## src/rtl/uart_tx_core.sv

```systemverilog
// UART transmitter: one byte per valid/ready handshake, sent as start, 8 data bits LSB-first,
// optional parity and one stop bit, with bit timing from a divisor latched at accept.
module uart_tx_core #(
    parameter int DIV2400  = 20833,
    parameter int DIV4800  = 10417,
    parameter int DIV9600  = 5208,
    parameter int DIV19200 = 2604
) (
    input  logic       clk,
    input  logic       rst_n,
    input  logic [1:0] baud_rate,
    input  logic       parity_en,
    input  logic       parity_odd,
    input  logic [7:0] tx_data,
    input  logic       tx_valid,
    output logic       tx_ready,
    output logic       tx,
    output logic       tx_busy,
    output logic       tx_done
);

    typedef enum logic [2:0] {IDLE, START, DATA, PARITY, STOP} state_t;

    state_t      r_state;
    state_t      w_stateNext;
    logic [7:0]  r_shift;
    logic [2:0]  r_bitIdx;
    logic [14:0] r_divCnt;
    logic [14:0] r_divisor;
    logic        r_parityEn;
    logic        r_parityBit;
    logic        r_tx;
    logic        r_busy;
    logic        r_done;

    logic        w_accept;
    logic        w_bitTick;
    logic        w_txNext;
    logic        w_busyNext;
    logic        w_doneNext;
    logic [14:0] w_divSel;

    assign tx_ready  = (r_state == IDLE);
    assign w_accept  = tx_valid && tx_ready;
    assign w_bitTick = (r_state != IDLE) && (r_divCnt == r_divisor - 15'd1);

    assign tx      = r_tx;
    assign tx_busy = r_busy;
    assign tx_done = r_done;

    // Unlisted select values fall back to the 9600 divisor.
    always_comb begin
        case (baud_rate)
            2'b00:   w_divSel = 15'(DIV2400);
            2'b01:   w_divSel = 15'(DIV4800);
            2'b11:   w_divSel = 15'(DIV19200);
            default: w_divSel = 15'(DIV9600);
        endcase
    end

    always_ff @(posedge clk or negedge rst_n) begin
        if (!rst_n) begin
            r_state <= IDLE;
            r_tx    <= 1'b1;
            r_busy  <= 1'b0;
            r_done  <= 1'b0;
        end else begin
            r_state <= w_stateNext;
            r_tx    <= w_txNext;
            r_busy  <= w_busyNext;
            r_done  <= w_doneNext;
        end
    end

    // The line level is computed for the upcoming state so tx comes straight from a flop.
    always_comb begin
        w_stateNext = r_state;
        w_txNext    = r_tx;
        w_doneNext  = 1'b0;
        case (r_state)
            IDLE: begin
                w_txNext = 1'b1;
                if (w_accept) begin
                    w_stateNext = START;
                    w_txNext    = 1'b0;
                end
            end
            START: begin
                if (w_bitTick) begin
                    w_stateNext = DATA;
                    w_txNext    = r_shift[0];
                end
            end
            DATA: begin
                if (w_bitTick) begin
                    if (r_bitIdx == 3'd7) begin
                        if (r_parityEn) begin
                            w_stateNext = PARITY;
                            w_txNext    = r_parityBit;
                        end else begin
                            w_stateNext = STOP;
                            w_txNext    = 1'b1;
                        end
                    end else begin
                        w_txNext = r_shift[1];
                    end
                end
            end
            PARITY: begin
                if (w_bitTick) begin
                    w_stateNext = STOP;
                    w_txNext    = 1'b1;
                end
            end
            STOP: begin
                if (w_bitTick) begin
                    w_stateNext = IDLE;
                    w_txNext    = 1'b1;
                    w_doneNext  = 1'b1;
                end
            end
            default: begin
                w_stateNext = IDLE;
                w_txNext    = 1'b1;
            end
        endcase
        w_busyNext = (w_stateNext != IDLE);
    end

    // Frame settings are captured at accept so later input changes leave the frame alone.
    always_ff @(posedge clk or negedge rst_n) begin
        if (!rst_n) begin
            r_shift     <= 8'd0;
            r_bitIdx    <= 3'd0;
            r_divCnt    <= 15'd0;
            r_divisor   <= 15'd0;
            r_parityEn  <= 1'b0;
            r_parityBit <= 1'b0;
        end else if (w_accept) begin
            r_shift     <= tx_data;
            r_bitIdx    <= 3'd0;
            r_divCnt    <= 15'd0;
            r_divisor   <= w_divSel;
            r_parityEn  <= parity_en;
            r_parityBit <= parity_odd ? ~^tx_data : ^tx_data;
        end else if (r_state != IDLE) begin
            if (w_bitTick) begin
                r_divCnt <= 15'd0;
                if (r_state == DATA) begin
                    r_shift  <= r_shift >> 1;
                    r_bitIdx <= r_bitIdx + 3'd1;
                end
            end else begin
                r_divCnt <= r_divCnt + 15'd1;
            end
        end
    end

endmodule

```

## config.mk

```make
export PLATFORM = sky130hd
export DESIGN_NAME = uart_tx_core
export DESIGN_NICKNAME = d
export VERILOG_FILES = /design/src/rtl/uart_tx_core.sv
export SDC_FILE = /design/constraint.sdc
export NUM_CORES = 1
export LEC_CHECK = 0
export CORE_MARGIN = 3
export CORE_UTILIZATION = 45
export DETAILED_ROUTE_END_ITERATION = 10
export PLACE_DENSITY = 0.69
export SLEW_MARGIN = 5
export SYNTH_ARGS = -nofsm -noshare
export SYNTH_HDL_FRONTEND = slang
export SYNTH_SLANG_ARGS = --single-unit
```

## constraint.sdc

```tcl
create_clock -name clk -period 2.9 [get_ports clk]
set_input_delay 0.58 -clock clk [delete_from_list [all_inputs] [get_ports clk]]
set_output_delay 0.58 -clock clk [all_outputs]
set_load 0.005 [all_outputs]
```

==> summary.txt, run 1 <==
Outcome
  • Status: completed

Synthesis
  • Synthesized cell area: 2840 µm²
  • Count of distinct cell types in the synthesized netlist: 55
  • Fraction of synthesis flops using an asynchronous set or reset pin: 1.00
  • Average size of a mapped cell: around 8.5 µm²
  • Simple logic cell fraction of the synthesized area: 0.293
  • Syn_nets: about 360
  • Flops & latches, synth: 44
  • Post-Syn Instances: ~340
  • Share of synthesized area spent on multiplexers: 0.00794
  • Proportion of synthesized chip area in sequential cells: 0.389
  • Ys Warns: 0
  • Primary FF master, synth: dfrtp_1
  • Compound-gate portion of the synthesized area: 0.152
  • Parity-gate share of the synthesized area counting xor and xnor cells: 0.0680
  • Dominant combinational cell family by area after synthesis: simple AND/OR/NAND/NOR gates
  • Share of synthesized cell area in full adder, half adder and majority cells: 0.0353
  • Number of enable-type register cells in the synthesized netlist: 0

Global route
  • Total track usage: 0.180
  • Initial antenna violation count: 0
  • Global-route wire length before repair: 10800 µm
  • Gr ovfl total: 0
  • Pin count of the biggest net entering global routing: between 40 and 50
  • Vias in the first global route: between 2000 and 2500

Pwr
  • Cell area power density: between 300 and 400 nW/µm²
  • Peak ir drop on the vdd network: between 0.2 and 0.25 mV
  • Switching power summed over all nets: about 0.00025 W
  • Combinational group share of total power: 0.068
  • Leakage power summed over all cells: around 1.5 nW
  • Share of total power in sequential cells: 0.568
  • Internal cell power: 0.000842 W
  • Clock Power Share: 0.364
  • Switching power share of the total: 0.230
  • Sum of internal, switching and leakage power: around 0.0011 W

Clock network
  • Clock latency on the worst-skew pair: 290 ps
  • Number of H-tree levels: 2
  • Cell chosen for the clock root: clkbuf_8
  • Number of sinks handled by clock tree synthesis: 44
  • Clock slew at the register clock pins of the worst setup and hold paths: approximately 80 ps
  • Maximum buffer depth of the clock tree: 2
  • Clock tree from TritonCTS: yes
  • Number of CTS-inserted buffers: 5
  • Number of hold buffers added after CTS: 0

Routing
  • Remaining design rule violation count: 0
  • Via Count: ~2500
  • Initial drt markers: between 150 and 200
  • Detailed-routing iteration count for the pre-antenna-repair pass: 5
  • Final routed wire length divided by cell count: 14.4 µm
  • Final routed wirelength across all metal layers: 6500 µm
  • Vias per cell: between 5 and 6
  • Routed Antenna Nets: 0

Layout
  • Post-layout instance count excluding filler cells: around 450
  • Total Nets Final: 399
  • Share of final-layout standard cells stronger than drive strength 1: 0.194
  • Antenna cells: 0
  • Area overhead of the layout relative to synthesis: 22.6%

STA
  • Rel. slew slack: 0.349
  • Actual transition at the worst max-transition pin: ~1000 ps
  • Final worst slack: ~0.49 ps
  • Number of max-slew violations in the final report: 0
  • Number of hold-slack violations in the final timing report: 0
  • Number of endpoints failing setup at the final stage: 0
  • Final setup skew: approximately 6.4 ps
  • Unrepaired setup endpoints after global routing: true
  • Maximum frequency from static timing analysis: around 340 MHz
  • Setup tns final: 0 ps
  • Tmin final: about 2900 ps
  • Final period util: 1.00

Placed design
  • Post-detailed-placement half-perimeter wirelength: ~4400 µm
  • Setup WS pre-CTS: -86.8 ps
  • Dpl cells: roughly 440
  • Final Wtd Congestion: ~0.86
  • Quantity of I/O buffers inserted on ports: 18

Floorplanning
  • Width of the die: about 85 µm
  • Die Span Y: around 85 µm
  • Area of the core region: around 6000 µm²
  • Number of placed I/O pins: 19
  • Site Rows: 28
  • Effective utilization at floorplan: 0.471
  • Full die area: approximately 7300 µm²

Run
  • Max-cap violation count: 0

Setup path
  • Type of origin of the critical path: flop
  • Largest fanout of any net on the critical path: 8
  • Required @ worst endpoint: 3080 ps
  • Worst Path Arrival: 3080 ps
  • Crit Path Category: reg -> reg
  • Critical path capture point type: flop

Hold path
  • HP Class: in -> async
==> cell usage after synthesis (3+ instances only) <==
| cell | count | area (µm²) |
|---|---|---|
| xor2_1 | 5 | 43.8 |
| o2bb2ai_1 | 3 | 26.3 |
| nand3b_1 | 3 | 22.5 |
| buf_2 | 3 | 15.0 |
| o211ai_1 | 4 | 30.0 |
| o31ai_1 | 3 | 22.5 |
| dfrtp_1 | 43 | 1080 |
| a31o_1 | 3 | 26.3 |
| a21oi_1 | 9 | 45.0 |
| o21ai_0 | 11 | 55.1 |
| buf_6 | 3 | 33.8 |
| a31oi_1 | 5 | 31.3 |
| nor4_1 | 9 | 56.3 |
| or4_1 | 4 | 30.0 |
| inv_1 | 12 | 45.0 |
| nand3_1 | 17 | 85.1 |
| nand4_1 | 3 | 18.8 |
| ha_1 | 8 | 100 |
| nor3_1 | 19 | 95.1 |
| nand2b_1 | 5 | 31.3 |
| clkbuf_1 | 15 | 56.3 |
| xnor2_1 | 17 | 149 |
| nand2_1 | 43 | 161 |
| or3_1 | 10 | 62.6 |
| a22o_1 | 8 | 70.1 |
| nor2_1 | 35 | 131 |
==> state kept, by name, summed over array words and instances, names as in the netlist <==
name / flops
r_parityEn: 1
r_shift: 8
r_parityBit: 1
r_divCnt: 15
r_bitIdx: 3
tx_done: 1
tx_busy: 1
r_state: 3
tx: 1
r_divisor: 10
==> power groups by stage <==
stage               Combinational, W  Sequential, W  Clock, W
floorplan                  0.0000323       0.000632         0
global placement           0.0000723       0.000633         0
detailed placement         0.0000741       0.000633         0
CTS                        0.0000756       0.000621  0.000411
global route               0.0000808       0.000622  0.000436
finish                     0.0000741       0.000621  0.000398
==> per-layer routing <==
metal | vias up | global-route usage | wire [µm]
met4 | 0 | 0.0489 | 61
met5 | - | 0 | 0
met1 | 1201 | 0.257 | 3120
met2 | 65 | 0.281 | 3030
li1 | 1267 | - | -
met3 | 6 | 0.0311 | 279
==> through the flow <==
step                      hold slack (ps)  area [µm²]   util
final                                 448        3470  0.577
after global routing                  526        3470  0.577
after CTS                             484        3410  0.566
after detailed placement              492        3230  0.536
after global placement                487        3230  0.536
after floorplan                       284        2860      -
==> logic make-up (layout without fill, tap and decap cells) <==
family / Yosys count / after routing
buf+inv: 34 / 74
flops: 44 / 44
compound gates: 61 / 61
xor+xnor: 22 / 22
mux: 2 / 2
simple gates: 164 / 166
fa+ha+maj: 8 / 8
==> critical path, stage by stage (launching register included) <==
cell and delay, ps:
dfrtp_1 410, inv_2 100, ha_4 130, or4b_4 450
or4_4 540, a21oi_4 160, o2111ai_2 150, or3_4 420
and2_4 180, mux2_2 250
==> path summary, 6_finish.rpt <==
path	from	to	slack, ps	cells after the start
max	r_divisor[0]	r_divCnt[0]	0.5	9
min	rst_n	r_divisor[11]	450	1
max reg2reg	r_divisor[0]	r_divCnt[0]	0.5	9
min reg2reg	r_parityBit	r_parityBit	500	2
max in group asynchronous	rst_n	r_state[0]	1860	1
min in group clk	r_parityBit	r_parityBit	500	2
==> repair_timing <==
| item | CTS | global route |
|---|---|---|
| gates cloned | 2 | 0 |
| pin swaps | 8 | 8 |
| setup endpoints to repair | 12 | 24 |
| gates resized for setup | 10 | 10 |
| buffers inserted | 4 | 3 |
==> cell type report <==
class	instances	area (µm²)
Sequential cell	44	1100
Inverter	12	45.0
Timing Repair Buffer	54	460
Multi-Input combinational cell	259	1680
Fill cell	556	2550
Tap cell	75	93.8
Clock inverter	2	10.0
Clock buffer	6	82.6
==> cell usage in the layout (no fill, tap or decap), types with 2 or more instances in the layout <==
cell	count
a21oi_1	8
a22o_1	7
a31o_1	3
a31o_2	2
a31oi_1	5
and2_1	2
and2_4	2
and3_1	2
buf_4	32
buf_6	4
clkbuf_8	6
clkdlybuf4s50_1	17
clkinv_2	2
dfrtp_1	43
ha_1	7
inv_1	10
inv_2	2
mux2_2	2
nand2_1	43
nand2b_1	5
nand3_1	16
nand3b_1	3
nand4_1	3
nand4b_1	2
nor2_1	35
nor3_1	17
nor3_2	3
nor4_1	8
o211ai_1	4
o21ai_0	10
o22ai_1	2
o2bb2ai_1	3
o31ai_1	3
or3_1	9
or3_4	3
or4_4	3
xnor2_1	17
xor2_1	5
Power figures use the tool's default switching activity.
==> run 2, diff against run 1 <==
Settings changed: CELL_PAD_IN_SITES_DETAIL_PLACEMENT set to 1, CELL_PAD_IN_SITES_GLOBAL_PLACEMENT set to 2, CORE_UTILIZATION 45 to 33, PLACE_DENSITY 0.69 to 0.79.
==> run 2 against run 1 <==
Effect of this change:
- the flow now finishes with violations (negative setup slack)
- register-to-register slack worse by 80 ps
- via count up 3.9%
- count of clock-buffer cells in the layout unchanged
- critical path type unchanged
- highest routed layer unchanged
==> summary.txt, run 2 (synthesized netlist as in run 1, its figures left out) <==
Layout
  • Total Nets Final: 404 (was 399)
  • Area overhead of the layout relative to synthesis: 28.9% (was 22.6%)
  • Highest-count cells in the layout ignoring fill and taps: 43 x nand2_1, 43 x dfrtp_1, 34 x nor2_1 (was 43 x nand2_1, 43 x dfrtp_1, 35 x nor2_1)
  • Leading registers by flop count: r_divCnt (15), r_divisor (10), r_shift (8) (unchanged)
  • Area used by multi-input combinational logic: 1740 µm² (was 1680 µm²)
  • Share of final-layout standard cells stronger than drive strength 1: 0.220 (was 0.194)
  • Antenna cells: 0 (unchanged)
  • Area occupied by registers: 1100 µm² (unchanged)
  • Post-layout instance count excluding filler cells: 487 (was 452)
  • Fillcell total: 976 (was 556)
  • Biggest register: r_divCnt (unchanged)
  • Number of flip-flops in the largest register: 15 (unchanged)

STA
  • Tmin final: 2980 ps (was 2900 ps)
  • Number of max-slew violations in the final report: 0 (unchanged)
  • Final worst slack: -78.1 ps (was 0.492 ps)
  • Number of hold-slack violations in the final timing report: 0 (unchanged)
  • Final period util: 1.03 (was 1.00)
  • Number of endpoints failing setup at the final stage: 11 (was 0)
  • Maximum frequency from static timing analysis: 336 MHz (was 345 MHz)
  • Rel. slew slack: 0.612 (was 0.349)
  • Worst hold slack: 357 ps (was 448 ps)
  • Unrepaired setup endpoints after global routing: true (unchanged)
  • Final setup skew: 11.9 ps (was 6.36 ps)
  • Actual transition at the worst max-transition pin: 582 ps (was 976 ps)

Floorplanning
  • Area of the core region: 8300 µm² (was 6030 µm²)
  • Site Rows: 33 (was 28)
  • Effective utilization at floorplan: 0.342 (was 0.471)
  • Die Span Y: 98.7 µm (was 85.4 µm)
  • Width of the die: 98.7 µm (was 85.4 µm)
  • Number of placed I/O pins: 19 (unchanged)
  • Full die area: 9740 µm² (was 7290 µm²)

Routing
  • Via Count: 2637 (was 2539)
  • Final routed wire length divided by cell count: 16.3 µm (was 14.4 µm)
  • Final routed wirelength across all metal layers: 7930 µm (was 6500 µm)
  • Vias per cell: 5.41 (was 5.62)
  • Detailed-routing iteration count for the pre-antenna-repair pass: 4 (was 5)
  • Routed Antenna Nets: 0 (unchanged)
  • Initial drt markers: 61 (was 154)
  • Remaining design rule violation count: 0 (unchanged)

Placed design
  • Post-detailed-placement half-perimeter wirelength: 5650 µm (was 4440 µm)
  • Final Wtd Congestion: 0.916 (was 0.857)
  • Dpl cells: 470 (was 435)
  • Quantity of I/O buffers inserted on ports: 18 (unchanged)

Setup path
  • Required @ worst endpoint: 3100 ps (was 3080 ps)
  • Register-to-register setup slack: -80 ps (was 0.5 ps)
  • Critical path capture point type: flop (unchanged)
  • Crit Path Category: reg -> reg (unchanged)
  • Largest fanout of any net on the critical path: 8 (unchanged)
  • Type of origin of the critical path: flop (unchanged)
  • Worst Path Arrival: 3180 ps (was 3080 ps)

Clock network
  • Clock latency on the worst-skew pair: 310 ps (was 290 ps)
  • Number of sinks handled by clock tree synthesis: 44 (unchanged)
  • Number of CTS-inserted buffers: 5 (unchanged)
  • Clock slew at the register clock pins of the worst setup and hold paths: 90 ps (was 80 ps)
  • Cell chosen for the clock root: clkbuf_8 (unchanged)
  • Maximum buffer depth of the clock tree: 2 (unchanged)
  • Clock tree from TritonCTS: yes (unchanged)
  • Number of H-tree levels: 2 (unchanged)

Pwr
  • Cell area power density: 332 nW/µm² (was 315 nW/µm²)
  • Peak ir drop on the vdd network: 0.166 mV (was 0.227 mV)
  • Leakage power summed over all cells: 1.57 nW (was 1.52 nW)

Global route
  • Initial antenna violation count: 0 (unchanged)
  • Gr ovfl total: 0 (unchanged)
  • Vias in the first global route: 2747 (was 2350)
  • Total track usage: 0.170 (was 0.180)
  • Pin count of the biggest net entering global routing: 45 (unchanged)
  • Global-route wire length before repair: 13600 µm (was 10800 µm)

Run
  • Max-cap violation count: 0 (unchanged)

Hold path
  • HP Class: in -> async (unchanged)

Outcome
  • Failing checks: negative setup slack
  • Status: finished, violations left (was completed)
==> run 2: cell types whose count changed in the layout (fill, tap and decap cells not counted), moves of 2 or more <==
cell | before | now
buf_6 | 4 | 9
nor3_1 | 17 | 14
clkinv_2 | 2 | 0
nor3_2 | 3 | 5
==> run 2: path summary, 6_finish.rpt <==
check	startpoint	endpoint	depth (start not counted)
worst min-delay path	rst_n	r_divisor[3]	2
worst max register to register	r_divisor[9]	r_divCnt[0]	8
worst max-delay path	r_divisor[9]	r_divCnt[0]	8
worst min register to register	r_parityBit	r_parityBit	2
max in group asynchronous	rst_n	r_divisor[9]	2
min in group clk	r_parityBit	r_parityBit	2
==> run 2: metrics by stage <==
stage	worst slack [ps]	power, W	util	cell area, µm²	TNS [ps]
detailed placement	-132	0.000711	0.398	3300	-1080
global placement	-50.1	0.000710	0.398	3300	-92.6
finish	-78.1	0.00121	0.440	3650	-370
floorplan	-127	0.000664	-	2860	-726
global route	-163	0.00126	0.440	3650	-2380
CTS	-19.6	0.00123	0.423	3510	-21.6
==> run 2: where the power goes <==
group	internal (W)	total (W)	switching [W]	leakage (nW)
clock	0.000282	0.000514	0.000232	0.0614
sequential	0.000616	0.000621	0.00000527	0.536
combinational	0.0000381	0.0000778	0.0000397	0.971
total	0.000936	0.00121	0.000277	1.57
==> run 2: critical path, cell delays in order (launching register included) <==
cell and delay [ps]:
dfrtp_1 400, buf_4 140, or3_4 340, or4_4 510, a211o_1 290, a22o_4 280, or3_4 450, and2_4 210
mux2_2 250
==> run 2: layout make-up <==
| cell class | count | share of cell area |
|---|---|---|
| multi-input cells | 259 | 0.476 |
| flip-flops and latches | 44 | 0.302 |
| repair buffers | 59 | 0.141 |
| well taps | 105 | 0.0359 |
| clock buffers | 6 | 0.0226 |
| inverters | 12 | 0.0123 |
| clock inverters | 2 | 0.0106 |
==> run 2: what timing repair did <==
| item | CTS | global route |
|---|---|---|
| cloned | 2 | 0 |
| buffers inserted | 2 | 5 |
| pin swaps | 4 | 9 |
| endpoints found under the setup margin | 17 | 31 |
| endpoints found under the hold margin | 0 | 0 |
| resized for setup | 12 | 23 |
| hold buffers | 0 | 0 |
==> run 2: layer usage <==
layer | vias up | share of wire | GRT usage
met5 | - | 0 | 0
met4 | 0 | 0.020 | 0.0599
met3 | 12 | 0.022 | 0.0269
met2 | 33 | 0.49 | 0.277
met1 | 1309 | 0.47 | 0.229
li1 | 1283 | - | -
==> run 3, diff against run 2 <==
Settings changed: CORE_UTILIZATION 33 to 30, PLACE_DENSITY 0.79 to 0.73.
==> run 3 against run 2 <==
Effect of this change:
- the run still ends with negative setup slack left
- clock skew decreased by 4.2 ps
- core utilization decreased by 3.3 points
- critical endpoint unchanged
- setup slack gained 21 ps
- via count shrank 2.6%
==> summary.txt, run 3 (synthesized netlist as in run 1, its figures left out) <==
Floorplanning
  • Site Rows: 34 (was 33)
  • Full die area: 10700 µm² (was 9740 µm²)
  • Area of the core region: 8930 µm² (was 8300 µm²)
  • Width of the die: 103 µm (was 98.7 µm)
  • Number of placed I/O pins: 19 (unchanged)
  • Effective utilization at floorplan: 0.317 (was 0.342)
  • Die Span Y: 103 µm (was 98.7 µm)

STA
  • Number of max-slew violations in the final report: 0 (unchanged)
  • Number of hold-slack violations in the final timing report: 0 (unchanged)
  • Final setup skew: 7.66 ps (was 11.9 ps)
  • Final worst slack: -57.0 ps (was -78.1 ps)
  • Actual transition at the worst max-transition pin: 1050 ps (was 582 ps)
  • Rel. slew slack: 0.299 (was 0.612)
  • Tmin final: 2960 ps (was 2980 ps)
  • Final period util: 1.02 (was 1.03)
  • Maximum frequency from static timing analysis: 338 MHz (was 336 MHz)
  • Setup tns final: -130 ps (was -370 ps)
  • Unrepaired setup endpoints after global routing: true (unchanged)
  • Number of endpoints failing setup at the final stage: 5 (was 11)

Layout
  • Area of all placed cells without fillers: 3640 µm² (was 3650 µm²)
  • Area overhead of the layout relative to synthesis: 28.4% (was 28.9%)
  • Post-layout instance count excluding filler cells: 488 (was 487)
  • Final core utilization: 0.408 (was 0.440)
  • Total Nets Final: 402 (was 404)
  • Biggest register: r_divCnt (unchanged)
  • Number of flip-flops in the largest register: 15 (unchanged)
  • Antenna cells: 0 (unchanged)
  • Leading registers by flop count: r_divCnt (15), r_divisor (10), r_shift (8) (unchanged)
  • Most common library cell in the layout ignoring fill and taps: dfrtp_1
  • Highest-count cells in the layout ignoring fill and taps: 43 x dfrtp_1, 42 x nand2_1, 34 x nor2_1 (was 43 x nand2_1, 43 x dfrtp_1, 34 x nor2_1)
  • Share of final-layout standard cells stronger than drive strength 1: 0.232 (was 0.220)

Clock network
  • Number of sinks handled by clock tree synthesis: 44 (unchanged)
  • Clock tree from TritonCTS: yes (unchanged)
  • Maximum buffer depth of the clock tree: 2 (unchanged)
  • Clock latency on the worst-skew pair: 300 ps (was 310 ps)
  • Clock slew at the register clock pins of the worst setup and hold paths: 90 ps (about the same)
  • Number of hold buffers added after CTS: 0 (unchanged)
  • Number of CTS-inserted buffers: 5 (unchanged)
  • Cell chosen for the clock root: clkbuf_8 (unchanged)
  • Number of H-tree levels: 2 (unchanged)

Placed design
  • Setup WS pre-CTS: -110 ps (was -132 ps)
  • Final Wtd Congestion: 0.811 (was 0.916)
  • Quantity of I/O buffers inserted on ports: 18 (unchanged)
  • DP Area: 3280 µm² (was 3300 µm²)
  • Dpl cells: 470 (unchanged)
  • Post-detailed-placement half-perimeter wirelength: 5540 µm (was 5650 µm)

Setup path
  • Crit Path Category: reg -> reg (unchanged)
  • Peak per-stage delay on the critical path: 540 ps (was 510 ps)
  • Type of origin of the critical path: flop (unchanged)
  • Critical-path cell with the highest stage delay: or4_4 (unchanged)
  • Required @ worst endpoint: 3080 ps (was 3100 ps)
  • Worst Path Arrival: 3140 ps (was 3180 ps)
  • Critical path capture point type: flop (unchanged)
  • Largest fanout of any net on the critical path: 7 (was 8)
  • Worst-path cell chain: inv_2, ha_4, or4b_4, or4_4, a21oi_4, o2111ai_4, or3_4, and2_4, mux2_2 (was buf_4, or3_4, or4_4, a211o_1, a22o_4, or3_4, and2_4, mux2_2)

Pwr
  • Share of total power in sequential cells: 0.560 (was 0.512)
  • Internal cell power: 0.000844 W (was 0.000936 W)
  • Leakage power summed over all cells: 1.55 nW (was 1.57 nW)
  • Switching power summed over all nets: 0.000265 W (was 0.000277 W)
  • Switching power share of the total: 0.239 (was 0.228)
  • Cell area power density: 305 nW/µm² (was 332 nW/µm²)
  • Clock Power Share: 0.369 (was 0.424)
  • Peak ir drop on the vdd network: 0.178 mV (was 0.166 mV)
  • Combinational group share of total power: 0.071 (was 0.064)

Routing
  • Routed Antenna Nets: 0 (unchanged)
  • Detailed-routing iteration count for the pre-antenna-repair pass: 4 (unchanged)
  • Final routed wire length divided by cell count: 16.3 µm (about the same)
  • Via Count: 2568 (was 2637)
  • Initial drt markers: 116 (was 61)
  • Vias per cell: 5.26 (was 5.41)
  • Remaining design rule violation count: 0 (unchanged)
  • Final routed wirelength across all metal layers: 7930 µm (about the same)

Global route
  • Total track usage: 0.157 (was 0.170)
  • Global-route wire length before repair: 13400 µm (was 13600 µm)
  • Initial antenna violation count: 0 (unchanged)
  • Vias in the first global route: 2630 (was 2747)
  • Pin count of the biggest net entering global routing: 45 (unchanged)
  • Gr ovfl total: 0 (unchanged)

Run
  • Max-cap violation count: 0 (unchanged)

Outcome
  • Failing checks: negative setup slack (unchanged)
  • Status: finished, violations left (unchanged)

Hold path
  • HP Class: in -> async (unchanged)
[run 3: critical path, delay by kind of cell (launching register included)]
family / cells / cell delay [ps]
adder cells (fa/ha/maj): 1 / 130
buffers and inverters: 1 / 90
flip-flops: 1 / 410
multiplexers: 1 / 260
AND/OR/NAND/NOR: 4 / 1640
AO/OA/AOI/OAI: 2 / 310
[run 3: per-stage QoR]
step           hold WS (ps)  total power, W
2_1_floorplan           284        0.000664
3_3_place_gp            489        0.000710
3_5_place_dp            495        0.000711
4_1_cts                 394         0.00113
5_1_grt                 421         0.00117
6_report                371         0.00111
[run 3: path summary, 6_finish.rpt]
path | slack, ps | end | cells past startpoint | startpoint
setup / recovery | -60 | r_divCnt[0] | 9 | r_divisor[0]
hold reg to reg | 510 | r_parityBit | 2 | r_parityBit
max in group asynchronous | 2120 | r_state[1] | 2 | rst_n
setup reg to reg | -60 | r_divCnt[0] | 9 | r_divisor[0]
hold / removal | 370 | r_divCnt[9] | 2 | rst_n
min in group clk | 510 | r_parityBit | 2 | r_parityBit
[run 3: cell type report]
type                            count  area (µm²)
Inverter                           12        45.0
Tap cell                          108         135
Clock inverter                      2        10.0
Timing Repair Buffer               57         490
Fill cell                        1044        5290
Sequential cell                    44        1100
Multi-Input combinational cell    259        1780
Clock buffer                        6        82.6
[run 3: metal layers]
layer | track usage | routed length, µm
met4 | 0.0309 | 23
met1 | 0.233 | 4030
met5 | 0 | 0
met2 | 0.244 | 3720
met3 | 0.0228 | 157
[run 3: what timing repair did]
| action | in CTS | in global routing |
|---|---|---|
| gates resized for setup | 7 | 33 |
| gates cloned | 2 | 0 |
| pin swaps | 5 | 18 |
| buffers inserted | 5 | 3 |
| endpoints found under the setup margin | 17 | 31 |
[run 3: power by group through the flow]
stage	Sequential, W	Combinational, W	Clock, W
after floorplan	0.000632	0.0000323	0
after global placement	0.000633	0.0000766	0
after detailed placement	0.000634	0.0000778	0
after CTS	0.000621	0.0000796	0.000427
after global routing	0.000622	0.0000878	0.000457
final	0.000621	0.0000784	0.000410
